===== src/rtl/vend_cu.sv =====
// Vending machine control unit: coin credit accumulation, price check, vend strobe, change payout.
// Optional VEND_CANCEL_EN adds a cancel input that refunds the whole credit as change.
module vend_cu #(
   parameter int CW         = 8,
   parameter int MAX_CREDIT = 200,
   parameter int CHG_GAP    = 4
) (
   input  logic          clk,
   input  logic          rst_n,
   input  logic          coin_10,
   input  logic          coin_20,
   input  logic          coin_50,
   input  logic          coin_100,
   input  logic          sel,
   input  logic [CW-1:0] price,
`ifdef VEND_CANCEL_EN
   input  logic          cancel,
`endif
   output logic [CW-1:0] credit,
   output logic          coin_en,
   output logic          coin_rej,
   output logic          vend,
   output logic          err_insuf,
   output logic          change_10,
   output logic          busy,
   output logic [1:0]    state_dbg
);

   typedef enum logic [1:0] {IDLE = 2'd0, COLLECT = 2'd1, VEND = 2'd2, CHANGE = 2'd3} state_t;

   localparam int GW = (CHG_GAP > 2) ? $clog2(CHG_GAP) : 1;
   localparam logic [GW-1:0] GAP_LD = GW'(CHG_GAP - 1);

   state_t        state_q, state_d;
   logic [CW-1:0] credit_q, credit_d, base;
   logic [GW-1:0] gap_q, gap_d;
   logic          coin_en_q, coin_en_d, rej_q, rej_d, vend_q, vend_d;
   logic          err_q, err_d, chg_q, chg_d, busy_q, busy_d;
   logic [4:0]    s;
   logic [CW:0]   sum_w;
   logic          coin_any, over, cancel_w;

`ifdef VEND_CANCEL_EN
   assign cancel_w = cancel;
`else
   assign cancel_w = 1'b0;
`endif

   assign s = 5'(coin_10) + 5'({coin_20, 1'b0}) + 5'({coin_50, 1'b0, coin_50})
            + 5'({coin_100, 1'b0, coin_100, 1'b0});
   // One extra bit so the ceiling compare cannot wrap.
   assign sum_w    = {1'b0, credit_q} + (CW+1)'(s);
   assign coin_any = (s != 5'd0);
   assign over     = (sum_w > (CW+1)'(MAX_CREDIT));

   always_comb begin
      state_d  = state_q;
      credit_d = credit_q;
      gap_d    = gap_q;
      base     = credit_q;
      rej_d    = 1'b0;
      err_d    = 1'b0;
      chg_d    = 1'b0;
      case (state_q)
         IDLE, COLLECT: begin
            rej_d = coin_any && over;
            if (coin_any && !over) base = sum_w[CW-1:0];
            if (cancel_w && (state_q == COLLECT)) begin
               state_d  = CHANGE;
               credit_d = base - CW'(1);
               chg_d    = 1'b1;
               gap_d    = GAP_LD;
            end else if (sel && (price != '0) && (credit_q >= price)) begin
               state_d  = VEND;
               credit_d = base - price;
            end else begin
               credit_d = base;
               err_d    = sel;
               state_d  = (base != '0) ? COLLECT : IDLE;
            end
         end
         VEND: begin
            rej_d = coin_any;
            if (credit_q != '0) begin
               state_d  = CHANGE;
               credit_d = credit_q - CW'(1);
               chg_d    = 1'b1;
               gap_d    = GAP_LD;
            end else begin
               state_d = IDLE;
            end
         end
         default: begin
            rej_d = coin_any;
            // The pulse that emptied the credit was last cycle; leave now.
            if (credit_q == '0) begin
               state_d = IDLE;
            end else if (gap_q == '0) begin
               credit_d = credit_q - CW'(1);
               chg_d    = 1'b1;
               gap_d    = GAP_LD;
            end else begin
               gap_d = gap_q - GW'(1);
            end
         end
      endcase
      vend_d    = (state_d == VEND);
      busy_d    = (state_d == VEND) || (state_d == CHANGE);
      coin_en_d = !busy_d && (credit_d != CW'(MAX_CREDIT));
   end

   always_ff @(posedge clk) begin
      if (!rst_n) begin
         state_q   <= IDLE;
         credit_q  <= '0;
         gap_q     <= '0;
         coin_en_q <= 1'b1;
         rej_q     <= 1'b0;
         vend_q    <= 1'b0;
         err_q     <= 1'b0;
         chg_q     <= 1'b0;
         busy_q    <= 1'b0;
      end else begin
         state_q   <= state_d;
         credit_q  <= credit_d;
         gap_q     <= gap_d;
         coin_en_q <= coin_en_d;
         rej_q     <= rej_d;
         vend_q    <= vend_d;
         err_q     <= err_d;
         chg_q     <= chg_d;
         busy_q    <= busy_d;
      end
   end

   assign credit    = credit_q;
   assign coin_en   = coin_en_q;
   assign coin_rej  = rej_q;
   assign vend      = vend_q;
   assign err_insuf = err_q;
   assign change_10 = chg_q;
   assign busy      = busy_q;
   assign state_dbg = state_q;

endmodule


===== config.mk =====
export PLATFORM = sky130hd
export DESIGN_NAME = vend_cu
export DESIGN_NICKNAME = d
export VERILOG_FILES = /design/src/rtl/vend_cu.sv
export SDC_FILE = /design/constraint.sdc
export NUM_CORES = 1
export LEC_CHECK = 0
export CAP_MARGIN = 20
export CORE_MARGIN = 5
export CORE_UTILIZATION = 50
export CTS_BUF_LIST = sky130_fd_sc_hd__clkbuf_4 sky130_fd_sc_hd__clkbuf_8
export CTS_CLUSTER_SIZE = 25
export DETAILED_ROUTE_END_ITERATION = 7
export DONT_BUFFER_PORTS = 1
export SLEW_MARGIN = 40
export SYNTH_ARGS = -nofsm -noshare
export SYNTH_HDL_FRONTEND = slang
export SYNTH_SLANG_ARGS = --single-unit

===== constraint.sdc =====
create_clock -name clk -period 8.4 [get_ports clk]
set_clock_uncertainty 0.05 [all_clocks]
set_input_delay 1.68 -clock clk [delete_from_list [all_inputs] [get_ports clk]]
set_output_delay 1.68 -clock clk [all_outputs]
set_load 0.02 [all_outputs]

==> metrics.csv <==
metric,value,unit
outcome,finished clean,
Worst Path Buf+Inv,1,
Rel. slew slack,0.488,
Post-CTS Setup Bufs,0,
Core ar.,0.00394,mm2
Root Driver,clkbuf_8,
CP Class,input port to flip-flop,
Final Max Slew Viols,0,
Worst Hold Class,flip-flop to flip-flop,
Comb pwr share,0.663,
Int Pwr,357,uW
clock power share,0.098,
"Distinct cells, synth",49,
Worst EP required,8.47,ns
min cycle time layout,6.90,ns
Async SR Flop Fraction,0,
Top Family by Delay on Critical Path,compound AO/OA/AOI/OAI gates,
Sequential Power Share,0.240,
WP data arrival,6.97,ns
main flop type after synthesis,dfxtp_1,
via count of the first global-routing pass,1724,
Syn. warnings,0,
drt via density,6.15,
Tcrit/Tclk final,0.822,
"EDFF count, synth",0,
first-pass GRT wire length,8.65,mm
CTS max path bufs,2,
Psw,386,uW
Port Buffers,0,
final std cells w/o fill,297,
r2r startpoint,credit[0],
max-cap violations,0,
die area,0.00539,mm2
CP max FO,8,
DRT Wirelength,5.24,mm
CTS resizes,0,
Inserted Clock Buffers,3,
Final setup viols,0,
fillcell total,364,
Worst R2R End,coin_en,
Final nets,292,
Post-Syn Area,0.00201,mm2
element type at the critical path end,flip-flop,
Worst VDD drop,150,uV
TritonCTS Sinks,18,
dpl hpwl,4.19,mm
worst-margin pin slew,0.766,ns
most frequent cells in the layout,"nor2_1, ha_1, inv_1, dfxtp_1, nand2_1",
layout cells sized above 1,0.0648,
register area share after synthesis,0.179,
Crit path largest cell delay,0.53,ns
HP Start,gap_q[1],
Worst Reg2Reg Path Length in Cells,19,
slowest CP cell,fa_1,
DR WL/cell,17.7,um
Leak Pwr,0.915,nW
Worst R2R Setup Slack,2.91,ns
Fmax,145,MHz
Die Height,73.4,um
Final Hold Viols,0,
worst-path cell chain,ha_1 -> fa_1 -> fa_1 -> xor2_1 -> nor3_1 -> nor3_1 -> o32ai_2 -> o211ai_4 -> mux2i_1 -> inv_1 -> ha_1 -> nor2b_1 -> o21ai_0 -> a21oi_1 -> o41ai_1 -> xnor2_1 -> nor3b_1 -> a211oi_1 -> nor3b_1 -> a41oi_1,
dpl ws,1.32,ns
drt pass-1 iters,5,
routability cong.,0.868,
grt total ovfl,0,
switching portion of total power,0.520,
Total Routing Usage GR,0.208,
synthesized instance count,247,
io pins,31,
"Worst Setup Slack, final",1.50,ns
number of H-tree levels,1,
clk_lat worst skew,0.26,ns
Worst-path clk slew,0.07,ns
Starting Density,0.510,
via count,1826,
# rows,23,
Hold Crit Depth,2,
n_diodes,0,
Routed Antenna Nets,0,
Min-Delay Endpoint,gap_q[1],
DRC viols,0,
antenna violations before repair,0,
CTS tree,built,
CP startpoint kind,input port,
Cells after DPL,293,
pwr dens,350,mW/mm2
syn nets,291,
1st-iter DRT viols,123,
pin count of the biggest net entering global routing,14,
setup tns final,0,ns
synthesis-to-finish area growth,5.47,%
hold buffers post-CTS,0,
Die Span X,73.4,um
RSZ-0062 raised after global routing,no,
Layout Utilization,0.538,
"Avg Cell Area, Syn",8.15,um2
Yosys reg bits,18,
==> worst max path at each step <==
| stage | cells past startpoint | to | slack [ns] | startpoint |
|---|---|---|---|---|
| floorplan | 21 | coin_en | 1.95 | coin_10 |
| global placement | 20 | coin_en | 1.27 | coin_10 |
| detailed placement | 20 | coin_en | 1.32 | coin_10 |
| CTS | 20 | coin_en | 1.55 | coin_10 |
| global route | 21 | coin_en | 1.08 | coin_10 |
| finish | 20 | coin_en | 1.50 | coin_10 |
==> kinds of logic (layout without fill, tap and decap cells) <==
| logic type | Yosys count | in the layout | share of synthesized area |
|---|---|---|---|
| AND/OR/NAND/NOR | 90 | 90 | 0.220 |
| AO/OA/AOI/OAI | 64 | 64 | 0.258 |
| adder cells (fa/ha/maj) | 29 | 29 | 0.192 |
| buffers and inverters | 23 | 23 | 0.0429 |
| flip-flops | 18 | 18 | 0.179 |
| XOR/XNOR | 16 | 16 | 0.0696 |
| multiplexers | 7 | 7 | 0.0386 |
==> synthesized netlist by cell type (all sizes together), types with 2 or more instances <==
cell | count | area share
fa | 3 | 0.030
a221o | 3 | 0.015
and2 | 4 | 0.012
o31ai | 4 | 0.015
o41ai | 4 | 0.027
o21a | 3 | 0.011
o211ai | 2 | 0.014
a21oi | 13 | 0.032
dfxtp | 18 | 0.18
mux2 | 3 | 0.019
nor3b | 3 | 0.011
nand2b | 3 | 0.0093
clkbuf | 4 | 0.0075
o32ai | 2 | 0.012
xnor2 | 10 | 0.044
nor2 | 26 | 0.049
nand2 | 16 | 0.030
mux2i | 4 | 0.020
ha | 26 | 0.16
nor2b | 5 | 0.016
and3 | 6 | 0.019
xor2 | 6 | 0.026
o221ai | 2 | 0.0087
o21ai | 9 | 0.022
nor3 | 11 | 0.030
a21o | 4 | 0.015
a211oi | 7 | 0.026
nor4 | 4 | 0.012
inv | 19 | 0.035
nand3 | 9 | 0.022
==> routing by layer <==
metal,vias up,track usage,part of all wire,wire length [um]
met5,-,0,0,0
met2,57,0.336,0.46,2400
met1,848,0.288,0.47,2490
li1,919,-,-,-
met4,0,0.0463,0.0044,23
met3,2,0.0369,0.064,337
==> worst min-delay path: cells and delay by family, from the launching register on <==
kind	cells	cell delay, ns
DFF	1	0.31
and+or+nand+nor	1	0.09
AOI/OAI and AO/OA	1	0.05
==> per-stage QoR <==
step | cell area (um2) | hold slack, ns | power, mW
floorplan | 2010 | 0.426 | 0.556
global placement | 2060 | 0.441 | 0.671
detailed placement | 2060 | 0.443 | 0.667
CTS | 2110 | 0.453 | 0.742
global route | 2120 | 0.501 | 0.819
finish | 2120 | 0.449 | 0.743
==> registers in the layout, summed over array words and instances (netlist names) <==
signal	count
credit	8
gap_q	2
state_dbg	2
busy	1
change_10	1
coin_en	1
coin_rej	1
err_insuf	1
vend	1
==> power groups by stage <==
stage	Combinational (mW)	Sequential [mW]	Clock, mW
after floorplan	0.404	0.152	0
after global placement	0.489	0.182	0
after detailed placement	0.486	0.180	0
after CTS	0.490	0.179	0.0731
after global routing	0.558	0.182	0.0782
final	0.492	0.178	0.0725
==> area by class of cell <==
type | instances | area, um2 | share of cell area
sequential | 18 | 360 | 0.170
tap | 50 | 62.6 | 0.0295
clock buffer | 4 | 55.1 | 0.0259
inverter | 19 | 71.3 | 0.0336
multi-input combinational | 206 | 1570 | 0.741
No activity file was read; power rests on OpenSTA's default activity.
